===== config.mk =====
export PLATFORM = sky130hd
export DESIGN_NAME = id_ex_operand_stage
export DESIGN_NICKNAME = d
export VERILOG_FILES = /design/src/rtl/mips_pkg.sv /design/src/rtl/id_ex_operand_stage_fwd_mux.sv /design/src/rtl/id_ex_operand_stage.sv
export SDC_FILE = /design/constraint.sdc
export NUM_CORES = 1
export LEC_CHECK = 0
export BUFFER_PORTS_ARGS = -buffer_cell sky130_fd_sc_hd__buf_4
export CAP_MARGIN = 20
export CORE_AREA = 8 8 150 152
export CTS_BUF_LIST = sky130_fd_sc_hd__clkbuf_8
export CTS_CLUSTER_DIAMETER = 80
export DETAILED_ROUTE_END_ITERATION = 10
export DIE_AREA = 0 0 158 160
export MAX_ROUTING_LAYER = met4
export PLACE_DENSITY_LB_ADDON = 0.2
export SLEW_MARGIN = 40
export SYNTH_ARGS = -nofsm -noshare
export SYNTH_HDL_FRONTEND = slang
export SYNTH_HIERARCHICAL = 1
export SYNTH_SLANG_ARGS = --single-unit

===== constraint.sdc =====
create_clock -name clk -period 4.5 [get_ports clk]
set_input_delay 0.45 -clock clk [delete_from_list [all_inputs] [get_ports clk]]
set_output_delay 0.45 -clock clk [all_outputs]
set_load 0.02 [all_outputs]

===== src/rtl/mips_pkg.sv =====
// Shared MIPS pipeline definitions: datapath widths, ALU opcodes, register $0.
package mips_pkg;

  localparam int DW_DEF = 32;
  localparam int RW_DEF = 5;

  localparam logic [2:0] ALU_ADD = 3'b000;
  localparam logic [2:0] ALU_SUB = 3'b001;
  localparam logic [2:0] ALU_SLL = 3'b010;
  localparam logic [2:0] ALU_NOR = 3'b011;
  localparam logic [2:0] ALU_AND = 3'b100;
  localparam logic [2:0] ALU_SLT = 3'b101;

  // Register $0 is hardwired to zero and is never a forwarding source.
  localparam logic [RW_DEF-1:0] REG_ZERO = '0;

endpackage


===== src/rtl/id_ex_operand_stage_fwd_mux.sv =====
// Per-operand forwarding select: EX/MEM beats MEM/WB, which beats the
// registered value. Writes to $0 are never forwarded.
module fwd_mux
  import mips_pkg::*;
#(
  parameter int DW = DW_DEF,
  parameter int RW = RW_DEF
) (
  input  logic [RW-1:0] reg_addr,
  input  logic [DW-1:0] reg_data,
  input  logic          exm_reg_write,
  input  logic [RW-1:0] exm_rd,
  input  logic [DW-1:0] exm_result,
  input  logic          mwb_reg_write,
  input  logic [RW-1:0] mwb_rd,
  input  logic [DW-1:0] mwb_result,
  output logic [DW-1:0] fwd_data
);

  logic exm_hit;
  logic mwb_hit;

  // Priority select of the freshest producer for this operand.
  always_comb begin
    exm_hit  = exm_reg_write && (exm_rd != RW'(REG_ZERO)) && (exm_rd == reg_addr);
    mwb_hit  = mwb_reg_write && (mwb_rd != RW'(REG_ZERO)) && (mwb_rd == reg_addr);
    fwd_data = reg_data;
    if (exm_hit) begin
      fwd_data = exm_result;
    end else if (mwb_hit) begin
      fwd_data = mwb_result;
    end
  end

endmodule


===== src/rtl/id_ex_operand_stage.sv =====
// ID/EX pipeline register feeding the ALU. Captures decoded operands and
// control, forwards from EX/MEM and MEM/WB, and inserts a bubble on a
// load-use hazard, a flush, or an empty decode slot.
//
// Flow control: there is no ready input. stall is the backpressure to
// PC/IF-ID: while stall=1 the decode stage must hold its instruction
// unchanged, and this stage loads a bubble instead of capturing it. The
// decode instruction is accepted on any rising edge where id_valid=1,
// stall=0 and flush=0.
module id_ex_operand_stage
  import mips_pkg::*;
#(
  parameter int DW = DW_DEF,
  parameter int RW = RW_DEF
) (
  input  logic          clk,
  input  logic          rst_n,
  input  logic          id_valid,
  input  logic [RW-1:0] id_rs,
  input  logic [RW-1:0] id_rt,
  input  logic          id_uses_rt,
  input  logic [DW-1:0] id_rs_data,
  input  logic [DW-1:0] id_rt_data,
  input  logic [DW-1:0] id_imm,
  input  logic          id_alu_src_imm,
  input  logic [4:0]    id_shamt,
  input  logic [2:0]    id_alu_ctrl,
  input  logic [RW-1:0] id_rd,
  input  logic          id_reg_write,
  input  logic          id_mem_read,
  input  logic          id_mem_write,
  input  logic          flush,
  input  logic          exm_reg_write,
  input  logic [RW-1:0] exm_rd,
  input  logic [DW-1:0] exm_result,
  input  logic          mwb_reg_write,
  input  logic [RW-1:0] mwb_rd,
  input  logic [DW-1:0] mwb_result,
  output logic          stall,
  output logic          ex_valid,
  output logic [DW-1:0] opA,
  output logic [DW-1:0] opB,
  output logic [4:0]    shamt,
  output logic [2:0]    alu_control_signal,
  output logic [RW-1:0] ex_rd,
  output logic          ex_reg_write,
  output logic          ex_mem_read,
  output logic          ex_mem_write,
  output logic [DW-1:0] store_data
);

  logic          valid_q,       valid_d;
  logic [RW-1:0] rs_q,          rs_d;
  logic [RW-1:0] rt_q,          rt_d;
  logic [DW-1:0] rs_data_q,     rs_data_d;
  logic [DW-1:0] rt_data_q,     rt_data_d;
  logic [DW-1:0] imm_q,         imm_d;
  logic          alu_src_imm_q, alu_src_imm_d;
  logic [4:0]    shamt_q,       shamt_d;
  logic [2:0]    alu_ctrl_q,    alu_ctrl_d;
  logic [RW-1:0] rd_q,          rd_d;
  logic          reg_write_q,   reg_write_d;
  logic          mem_read_q,    mem_read_d;
  logic          mem_write_q,   mem_write_d;

  logic          hazard;
  logic          load_bubble;
  logic          wb_rs_hit;
  logic          wb_rt_hit;
  logic [DW-1:0] fwd_rs;
  logic [DW-1:0] fwd_rt;

  // Load-use detection against the load currently in EX.
  always_comb begin
    hazard = valid_q && mem_read_q && (rd_q != RW'(REG_ZERO)) && id_valid &&
             ((id_rs == rd_q) || (id_uses_rt && (id_rt == rd_q)));
    stall       = hazard && !flush;
    load_bubble = flush || hazard || !id_valid;
  end

  // Next-state: bubble or capture, with WB bypass of the regfile read data
  // (the regfile write in WB lands too late for this cycle's read).
  always_comb begin
    wb_rs_hit = mwb_reg_write && (mwb_rd != RW'(REG_ZERO)) && (mwb_rd == id_rs);
    wb_rt_hit = mwb_reg_write && (mwb_rd != RW'(REG_ZERO)) && (mwb_rd == id_rt);

    valid_d       = 1'b0;
    rs_d          = '0;
    rt_d          = '0;
    rs_data_d     = '0;
    rt_data_d     = '0;
    imm_d         = '0;
    alu_src_imm_d = 1'b0;
    shamt_d       = '0;
    alu_ctrl_d    = ALU_ADD;
    rd_d          = '0;
    reg_write_d   = 1'b0;
    mem_read_d    = 1'b0;
    mem_write_d   = 1'b0;

    if (!load_bubble) begin
      valid_d       = 1'b1;
      rs_d          = id_rs;
      rt_d          = id_rt;
      rs_data_d     = wb_rs_hit ? mwb_result : id_rs_data;
      rt_data_d     = wb_rt_hit ? mwb_result : id_rt_data;
      imm_d         = id_imm;
      alu_src_imm_d = id_alu_src_imm;
      shamt_d       = id_shamt;
      alu_ctrl_d    = id_alu_ctrl;
      rd_d          = id_rd;
      reg_write_d   = id_reg_write;
      mem_read_d    = id_mem_read;
      mem_write_d   = id_mem_write;
    end
  end

  // Pipeline register with asynchronous clear.
  always_ff @(posedge clk or negedge rst_n) begin
    if (!rst_n) begin
      valid_q       <= 1'b0;
      rs_q          <= '0;
      rt_q          <= '0;
      rs_data_q     <= '0;
      rt_data_q     <= '0;
      imm_q         <= '0;
      alu_src_imm_q <= 1'b0;
      shamt_q       <= '0;
      alu_ctrl_q    <= ALU_ADD;
      rd_q          <= '0;
      reg_write_q   <= 1'b0;
      mem_read_q    <= 1'b0;
      mem_write_q   <= 1'b0;
    end else begin
      valid_q       <= valid_d;
      rs_q          <= rs_d;
      rt_q          <= rt_d;
      rs_data_q     <= rs_data_d;
      rt_data_q     <= rt_data_d;
      imm_q         <= imm_d;
      alu_src_imm_q <= alu_src_imm_d;
      shamt_q       <= shamt_d;
      alu_ctrl_q    <= alu_ctrl_d;
      rd_q          <= rd_d;
      reg_write_q   <= reg_write_d;
      mem_read_q    <= mem_read_d;
      mem_write_q   <= mem_write_d;
    end
  end

  fwd_mux #(.DW(DW), .RW(RW)) u_fwd_rs (
    .reg_addr      (rs_q),
    .reg_data      (rs_data_q),
    .exm_reg_write (exm_reg_write),
    .exm_rd        (exm_rd),
    .exm_result    (exm_result),
    .mwb_reg_write (mwb_reg_write),
    .mwb_rd        (mwb_rd),
    .mwb_result    (mwb_result),
    .fwd_data      (fwd_rs)
  );

  fwd_mux #(.DW(DW), .RW(RW)) u_fwd_rt (
    .reg_addr      (rt_q),
    .reg_data      (rt_data_q),
    .exm_reg_write (exm_reg_write),
    .exm_rd        (exm_rd),
    .exm_result    (exm_result),
    .mwb_reg_write (mwb_reg_write),
    .mwb_rd        (mwb_rd),
    .mwb_result    (mwb_result),
    .fwd_data      (fwd_rt)
  );

  // ALU-facing outputs; control is gated by valid so bubbles are inert.
  always_comb begin
    ex_valid           = valid_q;
    opA                = fwd_rs;
    opB                = alu_src_imm_q ? imm_q : fwd_rt;
    store_data         = fwd_rt;
    shamt              = shamt_q;
    alu_control_signal = alu_ctrl_q;
    ex_rd              = rd_q;
    ex_reg_write       = reg_write_q && valid_q;
    ex_mem_read        = mem_read_q && valid_q;
    ex_mem_write       = mem_write_q && valid_q;
  end

endmodule


---- Word-level counts from Yosys, hierarchy flattened ----
Index checks and enable logic that the tools add are counted.
W data, S select, Z words.
word-level totals
  input bits .............................. 204
  register bits after elaboration ......... 124
  logic and storage cells ................. 65
  output and inout bits ................... 114
operators by class
  mux-type cells .......................... 20
  reductions and logical operators ........ 24
  equality and inequality tests ........... 8
operator list
  cell                 number
  $mux W32             10
  $eq A5 B5 Y1         8
  $mux W5              4
  $logic_and A1 B1 Y1  16
  $reduce_bool A5 Y1   3
  $mux W1              5
  $logic_or A1 B1 Y1   3
  $mux W3              1
  $logic_not A1 Y1     2

---- Longest topological paths before layout ----
Gate-level depths: netlist of run 1.
  depth after elaboration ................. 7
  depth in mapped cells ................... 7

---- By module ----
The synthesis of run 1 kept the hierarchy.
by module, submodules not included
  module               cells each  sequential area each (µm²)  instances  area each (µm²)
  id_ex_operand_stage  596         3103.0                      1          6972.9
  fwd_mux              185         0.0                         2          1167.4

---- Worst setup path before layout of run 1 ----
No wires, ideal clock.
  path kind ............................... input to output
  from .................................... input mwb_rd[0]
  to ...................................... output opB[10]
  required time ........................... 4050 ps
  setup slack ............................. 1875 ps
  stages .................................. 6
  arrival ................................. 2175 ps
  path through ............................ nor4_1 o21a_1 buf_1 o31ai_1 a31oi_1 mux2_2
on the way
  longest elaborated chain between the ends .. 6
ends and longest elaborated chain
  item                     RTL line                           source
  from (decl)              id_ex_operand_stage.sv:37          input logic [RW-1:0] mwb_rd,
  $reduce_bool A5 Y1       id_ex_operand_stage_fwd_mux.sv:26  mwb_hit = mwb_reg_write && (mwb_rd != RW'(REG_ZERO)) && (mwb_rd == reg_addr);
  $logic_and A1 B1 Y1      id_ex_operand_stage_fwd_mux.sv:26
  $logic_and A1 B1 Y1 (*)  id_ex_operand_stage_fwd_mux.sv:26
  $mux W32 (*)             id_ex_operand_stage_fwd_mux.sv:30  end else if (mwb_hit) begin
  $mux W32 (*)             id_ex_operand_stage_fwd_mux.sv:28  if (exm_hit) begin
  net store_data[10]       id_ex_operand_stage.sv:49          output logic [DW-1:0] store_data
  $mux W32 (*)             id_ex_operand_stage.sv:179         opB = alu_src_imm_q ? imm_q : fwd_rt;
  to (decl)                id_ex_operand_stage.sv:42          output logic [DW-1:0] opB,
The timed path passes the listed nets; every way through them passes the cells marked *.

---- Final worst setup path of run 1 ----
  from .................................... register rt_q[3]
  to ...................................... output opB[0]
on the way
  longest elaborated chain between the ends .. 5
ends and longest elaborated chain
  item                    RTL line                           source
  from (decl)             id_ex_operand_stage.sv:54          logic [RW-1:0] rt_q, rt_d;
  from (signal assigned)  id_ex_operand_stage.sv:137         rt_q <= rt_d;
  $eq A5 B5 Y1            id_ex_operand_stage_fwd_mux.sv:26
  $logic_and A1 B1 Y1     id_ex_operand_stage_fwd_mux.sv:26
  $mux W32                id_ex_operand_stage_fwd_mux.sv:30
  $mux W32 (*)            id_ex_operand_stage_fwd_mux.sv:28
  $mux W32 (*)            id_ex_operand_stage.sv:179
Mark *: on every way between the ends. The rest lies on a longest branch, timed or not.

==> results of run 1 <==
through the flow:
stage / instance area [sq um] / cells / hold slack, ns / utilization, %
2_1_floorplan: 9310 / 966 / 0.154 / -
3_3_place_gp: 11600 / 1439 / 0.576 / 58.1
3_5_place_dp: 11700 / 1440 / 0.587 / 58.2
4_1_cts: 12100 / 1472 / 0.0893 / 60.3
5_1_grt: 12100 / 1472 / 0.0821 / 60.3
6_report: 12100 / 1472 / 0.0436 / 60.3
power by group:
part	switching, mW	internal (mW)
clock	0.475	0.572
combinational	0.617	0.348
sequential	0.0199	1.16
total	1.11	2.08
worst min path at each step:
stage / from / to / slack (ns)
2_1_floorplan: rst_n / alu_control_signal[0]$_DFF_PN0_ / 0.15
3_3_place_gp: rst_n / ex_rd[0]$_DFF_PN0_ / 0.58
3_5_place_dp: rst_n / ex_rd[0]$_DFF_PN0_ / 0.59
4_1_cts: rst_n / ex_rd[0]$_DFF_PN0_ / 0.09
5_1_grt: rst_n / ex_rd[0]$_DFF_PN0_ / 0.08
6_report: rst_n / ex_rd[0]$_DFF_PN0_ / 0.04
logic make-up after synthesis:
family	Yosys count	share of synthesized area, %
AO/OA/AOI/OAI	326	33.3
flip-flops	124	33.3
multiplexers	32	3.87
XOR/XNOR	36	3.39
AND/OR/NAND/NOR	237	15.7
buffers and inverters	211	10.4
worst register-to-register path: cells and delay by family, from the launching register on:
kind	cells	cell delay, ns
compound gates	2	0.88
simple gates	1	0.60
buf+inv	1	0.41
flops	1	0.44
sequential cells by signal, summed over array words and instances, names as in the netlist, 3 cells and up:
signal              count
alu_control_signal      3
ex_rd                   5
imm_q                  32
rs_data_q              32
rs_q                    5
rt_data_q              32
rt_q                    5
shamt                   5
cells in the final DEF, fill, tap and decap left out, types with 2 or more instances in the layout:
master,n
nor2_1,2
mux2_2,32
and2_1,8
inv_1,62
bufinv_16,3
a221oi_2,60
clkbuf_8,20
clkinv_2,3
xnor2_1,36
nand2_1,10
dfrtp_1,124
clkinv_4,2
a221oi_1,4
nand3_1,7
nor4_1,66
and3_1,3
nand4_1,129
o31ai_1,128
or2_1,3
a211oi_1,10
buf_4,350
o21a_1,2
or4_4,2
a211oi_2,49
o21ai_2,2
buf_12,4
a21oi_4,2
a31oi_1,64
metal layers:
metal,track usage (%),vias to the layer above
met5,-,-
met4,13.5,0
met3,7.26,108
met2,46.8,802
met1,39.2,4822
li1,-,4329
cell type report:
class                      instances  area [sq um]  area share (%)
multi-input combinational        631          5280            43.7
sequential                       124          3100            25.7
timing repair buffer             356          2730            22.6
tap                              270           338            2.80
clock buffer                      19           262            2.16
inverter                          59           221            1.83
clock inverter                    13           150            1.24
==> results by group, run 1 <==
Run status
  • Outcome: finished, final reports clean

Worst setup path
  • Critical path fanouts, max: 33
  • WP data arrival: approximately 3 ns
  • CP max stage cell: or3_2
  • Worst path depth: 8
  • Critical-path cell list: xnor2_1 > nand3_1 > buf_4 > or3_2 > buf_4 > a31oi_1 > mux2_2 > buf_4
  • Critical Path RT: ~4.1 ns
  • Worst setup path startpoint: rt_q[3]$_DFF_PN0_
  • R2r endpoint: rt_data_q[9]$_DFF_PN0_
  • R2r startpoint: ex_rd[1]$_DFF_PN0_
  • Worst Setup Start Kind: flip-flop
  • Worst path top cell family by delay: simple AND/OR/NAND/NOR gates
  • Crit path top cell by count: buf_4
  • WS Path Type: reg2out
  • Max incr delay on CP: 0.75 ns
  • CP endpoint kind: output port
  • R2R setup slack: slightly above 2 ns
  • CP endpoint: opB[0]
  • R2R depth: 4
  • CP bufs+invs: 3

STA
  • Worst Tran Pin Value: approximately 0.9 ns
  • Period minus WS final: 3.49 ns
  • Setup_tns: 0 ns
  • Final Hold Viols: 0
  • Final worst-path cycle share: between 70% and 80%
  • Setup-failing EPs final: 0
  • Slew HR: around two fifths
  • Worst Skew: roughly 0.0093 ns
  • Max Slew Vio Count: 0
  • Final worst slack: approximately 1 ns
  • RSZ-0062 raised after global routing: false
  • Max Clock Freq: 287 MHz

Floorplanning
  • I/O Pins: about 320
  • Starting Density: between 40 and 50%
  • Core area: approximately 20000 sq um
  • Die width: between 150 and 200 microns
  • Chip Height: roughly 160 microns
  • Row cnt: 52
  • Full die area: roughly 25000 sq um

Global route
  • Largest net degree at the start of global routing: 90
  • Total GRT Usage: about 31%
  • Initial antenna violation count: 0
  • Remaining global-route overflow: 0
  • First-pass GRT wire length: between 50 and 60 mm
  • Vias in the first global route: roughly 10000

Layout
  • Number of fill cells: 1797
  • Area grow syn2layout: 29.8%
  • NumNets Final: between 1000 and 1500
  • Diode count: 0
  • Layout cells sized above 1: 44.9%

Route
  • Average wire per standard cell: 26.9 microns
  • DRT Pass-1 Iters: 6
  • Routed vias: 10100
  • Met1 WL: 14.9 mm
  • First DRT Iteration DRCs: around 1500
  • Post-route ant nets: 0
  • DRT Wirelength: a little under 40 mm
  • DRC Markers: 0
  • Met3 WL: approximately 5 mm
  • Vias per cell: between 6 and 7
  • Length of routed met2 wiring: 18.3 mm
  • DR top layer: met4

Logic synthesis
  • Syn. warnings: 6
  • Main synth FF type: dfrtp_1
  • Cell taking the most area after synthesis: dfrtp_1
  • Ys async rst share: between 90% and 100%
  • Mapped Avg Cell Area: roughly 9.6 sq um
  • Area of the mapped netlist: 9310 sq um
  • Count leader, synth: nand4_1
  • Netlist cell types: 36
  • Post-synth EDFFs: 0
  • Synth top cells by count: nand4_1 (129), o31ai_1 (128), dfrtp_1 (124)
  • Syn Nets: between 1000 and 1500
  • #FFs+latches synth: 124
  • Seq/Total Area, Yosys: roughly a third
  • Synth top area share: 33.3%
  • Synth area leaders: dfrtp_1 (33%), o31ai_1 (10%), a221oi_2 (9.7%)
  • Syn Inst Count: just under 1000

Clock tree
  • CTS H-tree depth: 4
  • Clk_lat worst skew: roughly 0.45 ns
  • Reg clk slew, reported paths: 0.08 ns
  • Clock Sinks: approximately 120
  • Max clock buf depth: 2
  • CTS tree: yes
  • CTS resizes: 0
  • Clock tree root driver cell: clkbuf_8
  • CTS Buf Count: 17
  • Post-CTS Hold Fix Bufs: 0
  • Postcts setup bufs: 0

Run
  • Max-cap check violation count: 0

Pwr
  • Max VDD drop: between 0.15 and 0.2 mV
  • Pwr dens: ~260 nW/um^2
  • P_leak: around 5.0 nW
  • Total power: ~3.2 mW

Worst hold path
  • Hold Path Class: in2async

Placement
  • DP HPWL: between 20 and 30 mm
  • Pre-CTS WS: 1.24 ns
  • Routability Congestion: just under 0.9
  • Port Buffer Count: 317
Power figures use the tool's default switching activity.
==> run 2: changes to the inputs <==
Clock period 4.5 ns to 3.33 ns, I/O delays scaled along.
==> results by group, run 2 (synthesized netlist as in run 1, its figures left out) <==
STA
  • RSZ-0062 raised after global routing: false
  • Worst Skew: 0.00903 ns
  • Final worst-path cycle share: a little over 90%
  • Setup_tns: 0 ns
  • Worst Tran Pin Value: around 0.84 ns
  • Slew HR: 43.9%
  • Setup-failing EPs final: 0
  • Max Clock Freq: between 300 and 400 MHz
  • Max Slew Vio Count: 0
  • Period minus WS final: roughly 3.1 ns
  • Final Hold Viols: 0

Route
  • DRC Markers: 0
  • Routed vias: just under 10000
  • Average wire per standard cell: 26.3 microns
  • DRT Wirelength: between 30 and 40 mm
  • Post-route ant nets: 0
  • Vias per cell: 6.72
  • First DRT Iteration DRCs: between 1000 and 1500
  • DRT Pass-1 Iters: 6

Run status
  • Outcome: finished, final reports clean

Floorplanning
  • Die width: around 160 microns
  • Starting Density: between 40% and 50%
  • Core area: roughly 20000 sq um
  • Chip Height: approximately 160 microns
  • I/O Pins: around 320
  • Row cnt: 52
  • Full die area: around 25000 sq um

Pwr
  • Pwr dens: about 360 nW/um^2
  • Max VDD drop: around 0.22 mV
  • P_leak: 5.06 nW

Global route
  • Total GRT Usage: around 31%
  • Largest net degree at the start of global routing: 68
  • Initial antenna violation count: 0
  • First-pass GRT wire length: roughly 60 mm
  • Remaining global-route overflow: 0
  • Vias in the first global route: roughly 9900

Layout
  • Finished Core Util: between 60% and 70%
  • Layout Cells excl Fill: about 1500
  • Diode count: 0
  • NumNets Final: 1399
  • Post-route design area: ~12000 sq um
  • Most common cell after layout, fill and taps aside: buf_4
  • Number of fill cells: 1778
  • Most frequent cells in the layout: buf_4 (350), nand4_1 (129), o31ai_1 (128)
  • Largest regs: imm_q: 32 flops, rs_data_q: 32 flops, rt_data_q: 32 flops
  • Area grow syn2layout: 31.3%
  • Layout cells sized above 1: 45.0%

Clock tree
  • CTS tree: yes
  • Clk_lat worst skew: between 0.4 and 0.5 ns
  • Postcts setup bufs: 0
  • CTS Buf Count: 17
  • Max clock buf depth: 2
  • Clock tree root driver cell: clkbuf_8
  • Reg clk slew, reported paths: roughly 0.08 ns
  • Clock Sinks: roughly 120
  • CTS H-tree depth: 4

Placement
  • Port Buffer Count: between 300 and 400
  • Placed Cells incl. Taps: 1445
  • Placed inst area: 11800 sq um
  • DP HPWL: 26.5 mm
  • Routability Congestion: 0.856

Worst setup path
  • Worst path top cell family by delay: compound AO/OA/AOI/OAI gates
  • Worst Setup Start Kind: flip-flop
  • WS Path Type: reg2out
  • WP data arrival: around 2.8 ns
  • Crit path top cell by count: buf_4
  • Critical Path RT: around 3.0 ns
  • Critical-path cell list: nor4_1 > o21a_1 > buf_4 > o31ai_1 > a31oi_1 > mux2_2 > buf_4
  • CP max stage cell: nor4_1
  • CP endpoint kind: output port
  • CP bufs+invs: 2
  • Max incr delay on CP: roughly 0.44 ns
  • Critical path fanouts, max: 32

Worst hold path
  • Hold Path Class: in2reg

Run
  • Max-cap check violation count: 0
-- run 2: changes by cell type in the layout (fill, tap and decap cells not counted) --
cell,previous run,this run
and2_1,8,9
and2_2,1,0
and3_1,3,4
and3_2,1,0
buf_12,4,10
bufinv_16,3,4
clkbuf_8,20,19
clkinv_4,2,1
clkinvlp_4,1,3
dlygate4sd3_1,0,1
inv_1,62,61
inv_6,1,0
or3_1,1,2
or3_2,1,0
-- run 2: power breakdown --
part	switching [mW]	internal [mW]
clock network	0.660	0.846
logic	0.829	0.480
registers	0.0269	1.56
total	1.52	2.89
-- run 2: area by class of cell --
| type | instances | area, sq um | share of cell area (%) |
|---|---|---|---|
| clock inverters | 13 | 174 | 1.42 |
| well taps | 270 | 338 | 2.76 |
| inverters | 59 | 221 | 1.81 |
| clock buffers | 19 | 262 | 2.14 |
| multi-input cells | 631 | 5270 | 43.2 |
| repair buffers | 362 | 2850 | 23.3 |
| flip-flops and latches | 124 | 3100 | 25.4 |
-- run 2: metrics by stage --
| step | total power [mW] | worst slack (ns) | hold slack (ns) |
|---|---|---|---|
| 6_report | 4.41 | 0.248 | 0.0877 |
| 5_1_grt | 4.56 | 0.114 | 0.0706 |
| 4_1_cts | 4.39 | 0.287 | 0.0764 |
| 3_5_place_dp | 2.90 | 0.670 | 0.371 |
| 3_3_place_gp | 2.89 | 0.675 | 0.368 |
| 2_1_floorplan | 2.29 | 0.911 | 0.0374 |
-- run 2: layer usage --
layer,vias up,part of all wire [%],GRT usage (%)
met1,4829,40,38.5
li1,4362,-,-
met2,643,47,47.0
met3,95,11,7.72
met4,0,2.7,10.5
met5,-,0,-
-- run 2: final timing paths --
check,start,endpoint,slack (ns),cells after the start
worst min-delay path,id_shamt[4],shamt[4]$_DFF_PN0_,0.09,3
worst max register to register,ex_rd[1]$_DFF_PN0_,rt_data_q[13]$_DFF_PN0_,1.01,4
worst min register to register,mem_read_q$_DFF_PN0_,ex_valid$_DFF_PN0_,1.07,3
max in group asynchronous,rst_n,rt_data_q[20]$_DFF_PN0_,2.11,3
min in group asynchronous,rst_n,ex_rd[0]$_DFF_PN0_,0.45,2
worst max-delay path,rt_q[2]$_DFF_PN0_,opB[23],0.25,7
-- run 2: worst reg2reg max path: cells and delay by family (launching register included) --
family / cells / cell delay, ns
AOI/OAI and AO/OA: 2 / 0.84
buffers and inverters: 1 / 0.31
DFF: 1 / 0.44
and+or+nand+nor: 1 / 0.62
-- run 2: what timing repair did --
item | 4_1_cts | 5_1_grt
hold buffers | 1 | 0
resized for setup | 0 | 0
hold endpoints to repair | 66 | 0
